### config.mk
export PLATFORM = sky130hd
export DESIGN_NAME = status_reg
export DESIGN_NICKNAME = d
export VERILOG_FILES = /design/src/rtl/status_reg.sv
export SDC_FILE = /design/constraint.sdc
export NUM_CORES = 1
export LEC_CHECK = 0
export BUFFER_PORTS_ARGS = -buffer_cell sky130_fd_sc_hd__buf_2
export CAP_MARGIN = 20
export CORE_MARGIN = 4
export CORE_UTILIZATION = 34
export CTS_CLUSTER_DIAMETER = 40
export DETAILED_ROUTE_END_ITERATION = 12
export PLACE_DENSITY = 0.75
export SYNTH_ARGS = -nofsm -noshare
export SYNTH_HDL_FRONTEND = slang
export SYNTH_SLANG_ARGS = --single-unit
### constraint.sdc
create_clock -name clk -period 1.3 [get_ports clk]
set_clock_uncertainty 0.2 [all_clocks]
set_input_delay 0.39 -clock clk [delete_from_list [all_inputs] [get_ports clk]]
set_output_delay 0.39 -clock clk [all_outputs]
set_load 0.01 [all_outputs]
### src/rtl/status_reg.sv
// status_reg: 6502 processor status register with ALU flag capture, flag instructions,
// PLP/RTI loads, push byte generation and the one-instruction-delayed IRQ mask.
module status_reg #(
  parameter bit D_CLR_ON_INT = 1'b0,
  parameter bit RESET_I      = 1'b1
) (
  input  logic       clk,
  input  logic       rst_n,
  input  logic       sync,
  input  logic [7:0] alu_out,
  input  logic       alu_c,
  input  logic       alu_v,
  input  logic       upd_nz,
  input  logic       upd_c,
  input  logic       upd_v,
  input  logic       bit_op,
  input  logic [7:0] data_in,
  input  logic       ld_p,
  input  logic       rti,
  input  logic [2:0] flag_op,
  input  logic       int_entry,
  input  logic       push_brk,
  output logic [7:0] p_out,
  output logic       c_out,
  output logic       d_out,
  output logic       irq_mask
);
  localparam logic [2:0] CLC = 3'd1, SEC = 3'd2, CLI = 3'd3, SEI = 3'd4,
                         CLV = 3'd5, CLD = 3'd6, SED = 3'd7;
  logic n_q, v_q, d_q, i_q, z_q, c_q, m_q;
  logic n_d, v_d, d_d, i_d, z_d, c_d, m_d;
  always_comb begin
    c_d = ld_p ? data_in[0] : flag_op == CLC ? 1'b0 : flag_op == SEC ? 1'b1 :
          upd_c ? alu_c : c_q;
    z_d = ld_p ? data_in[1] : upd_nz ? (alu_out == 8'h00) : z_q;
    i_d = ld_p ? data_in[2] : int_entry ? 1'b1 : flag_op == CLI ? 1'b0 :
          flag_op == SEI ? 1'b1 : i_q;
    d_d = ld_p ? data_in[3] : (int_entry && D_CLR_ON_INT) ? 1'b0 :
          flag_op == CLD ? 1'b0 : flag_op == SED ? 1'b1 : d_q;
    v_d = ld_p ? data_in[6] : flag_op == CLV ? 1'b0 : bit_op ? data_in[6] :
          upd_v ? alu_v : v_q;
    n_d = ld_p ? data_in[7] : bit_op ? data_in[7] : upd_nz ? alu_out[7] : n_q;
    // Mask follows the pre-update I at instruction boundaries; interrupt entry and RTI bypass that delay.
    m_d = int_entry ? 1'b1 : (ld_p && rti) ? data_in[2] : sync ? i_q : m_q;
  end
  always_ff @(posedge clk or negedge rst_n) begin
    if (!rst_n) begin
      {n_q, v_q, d_q, z_q, c_q} <= '0;
      i_q <= RESET_I;
      m_q <= RESET_I;
    end else begin
      {n_q, v_q, d_q, i_q, z_q, c_q, m_q} <= {n_d, v_d, d_d, i_d, z_d, c_d, m_d};
    end
  end
  assign p_out    = {n_q, v_q, 1'b1, push_brk, d_q, i_q, z_q, c_q};
  assign c_out    = c_q;
  assign d_out    = d_q;
  assign irq_mask = m_q;
endmodule

==> summary.txt <==
Yosys
  • Yosys Warn Count: 0
  • Area leader, netlist: dfrtp_1
  • Post-Synth XOR/XNOR Area: 0%
  • Largest family of logic cells by synthesized area: compound AO/OA/AOI/OAI gates
  • Mapped Cells: 50
  • Post-synthesis mux area share: 11.4%
  • Seq/Total Area, Yosys: 38.7%
  • Yosys reg bits: 7
  • Top cells by instance count after synthesis: 8 x buf_4, 6 x nand2_1, 5 x dfrtp_1, 5 x nor2_1
  • Top-count cell post-synth: buf_4
  • Post-Synth Adder-Cell Area: 0%
  • Most used DFF post-synth: dfrtp_1
  • Top cells by area, synth: dfrtp_1 27%, buf_4 13%, dfstp_2 11%, mux2i_1 6.5%, mux2_2 4.9%
  • Avg Synthesized Cell Area: 9.18 um2
  • Synth cell types: 22
  • Syn nets: 82
  • Share of Yosys cell area claimed by the top area cell type: 27.2%
  • Synthesized area: 459 um2
  • Synth Area in Compound Gates: 18.3%
  • Simple-gate portion of the synthesized area: 16.6%
  • Number of synthesized flops with an enable pin: 0
  • Ys async rst share: 100%

STA
  • Highest attainable clock frequency: 678 MHz
  • Tcrit/Tclk final: 113%
  • Crit path time final: 1470 ps
  • PnR worst setup slack: -175 ps
  • Pins Over Slew Limit: 0
  • Unrepaired setup endpoints after global routing: true
  • Setup violators final: 9
  • Fin. Hold Viols: 0

Critical path
  • WP data arrival: 880 ps
  • Crit path capture type: primary output
  • Required time worst endpoint: 710 ps
  • Slowest cell on crit path: dfstp_2
  • Critical-path cell list: buf_6
  • Critical Path Max Stage Delay: 540 ps
  • Worst Setup Path Type: reg -> out
  • Buf+Inv Stages, Crit Path: 1
  • Setup crit start kind: register
  • Kind of cell adding the most delay to the critical path: flip-flops
  • Critical Path Fanout Max: 2

Flow run
  • Total of max-cap violations: 0

CTS
  • Cts bufs inserted: 3
  • Clk buf depth: 2
  • Root Buffer: clkbuf_4
  • CTS tree: built
  • Clk_lat worst skew: 250 ps
  • H-Tree Level Count: 1
  • CTS sink cnt: 7
  • Worst-path clk slew: 60 ps

Placement
  • DP Cell Count: 96
  • Routability Congestion: 0.748
  • PortBufs: 37
  • Placed cell area: 627 um2
  • Post-DP HPWL: 1010 um
  • Pre-CTS WS: -72.7 ps

Floorplanning
  • Site Rows: 12
  • Horiz. Die Dim: 44.8 um
  • Initial Util: 38.7%
  • Full die area: 2000 um2
  • Core Area: 1190 um2
  • Ports: 43
  • Die height: 44.8 um

Finish
  • P&R area growth vs syn: 54.2%
  • Share of cells above drive strength 1: 58.4%
  • Post-layout nets: 122
  • Fin cells: 103
  • Diodes inserted: 0
  • Post-layout util: 59.7%
  • Fin area: 708 um2

Power
  • Lkg Pwr: 0.372 nW
  • VDD IR max: 0.540 mV
  • Pwr dens: 911 nW/um2
  • Tot Pwr: 0.645 mW

Global route
  • Number of global-route vias before repair: 445
  • First-pass GRT wire length: 1840 um
  • Largest net degree at the start of global routing: 9
  • Total grt overflow: 0
  • Total track usage: 12.4%
  • Antenna violations before repair: 0

Drt
  • Drt initial violations: 3
  • DRC Markers: 0
  • Avg WL per Cell: 12.0 um
  • Routed WL: 1240 um
  • DR pass1 iterations: 4
  • Post-route ant nets: 0
  • Via density: 4.80
  • Total vias in the final route: 494

Status
  • Status: finished with violations
  • Failing checks: negative setup slack

Min path
  • HP Class: in -> reg
[what timing repair did]
action                                  CTS  global route
hold buffers                              1             0
hold endpoints to repair                  7             0
endpoints found under the setup margin    9            11
pin swaps                                 1             1
setup buffers                             2             0
resized for setup                         3             2
[where the power goes]
group,total [mW],leakage (nW),switching [mW],internal [mW]
Combinational,0.187,0.275,0.0819,0.105
Clock,0.206,0.0150,0.0885,0.118
Sequential,0.252,0.0814,0.0108,0.241
[cells in the final DEF (no fill, tap or decap), drive strengths merged]
master / instances
nor2: 5
mux2i: 3
dlygate4sd3: 1
a221oi: 1
dfrtp: 5
o21ai: 2
o31ai: 1
nand4b: 1
a22oi: 1
mux2: 2
dfstp: 2
buf: 43
clkbuf: 4
nand3b: 1
a21o: 1
conb: 1
a21oi: 3
a32o: 1
nor4: 2
a311o: 1
o21bai: 1
nand2: 6
nand2b: 1
[through the flow]
step                setup TNS [ps]  hold slack (ps)
floorplan                        0             -106
global placement              -116             31.8
detailed placement            -186             36.4
CTS                           -812              147
global route                 -1010              159
finish                        -754              148
[flip-flops by register name, indices dropped and copies added (netlist names)]
name and cells:
irq_mask 1, i_q 1, n_q 1, c_out 1, v_q 1, d_out 1, z_q 1
[area by class of cell]
cell class | instances | area [um2]
Fill cell | 110 | 478
Timing Repair Buffer | 44 | 253
Multi-Input combinational cell | 34 | 234
Sequential cell | 7 | 178
Clock buffer | 4 | 26.3
Tap cell | 14 | 17.5
[final timing paths]
check / cells past startpoint / end / slack, ps / start
max in group asynchronous: 2 / i_q / 350 / rst_n
min: 3 / c_out / 150 / data_in[0]
max: 1 / irq_mask / -170 / irq_mask
max reg2reg: 4 / i_q / 50 / i_q
min in group asynchronous: 2 / v_q / 310 / rst_n
min reg2reg: 3 / z_q / 400 / z_q
[kinds of logic after synthesis]
kind of cell,count (synthesis)
mux,5
simple gates,16
compound gates,12
flops,7
buf+inv,9
other cells,1
[metal layers]
layer | global-route usage [%] | vias up | part of all wire (%)
met2 | 20.1 | 25 | 47
li1 | - | 249 | -
met3 | 2.79 | 0 | 12
met1 | 15.3 | 220 | 41
met4 | 6.02 | 0 | 0
met5 | 0 | - | 0
(Power assumes the default switching activity.)
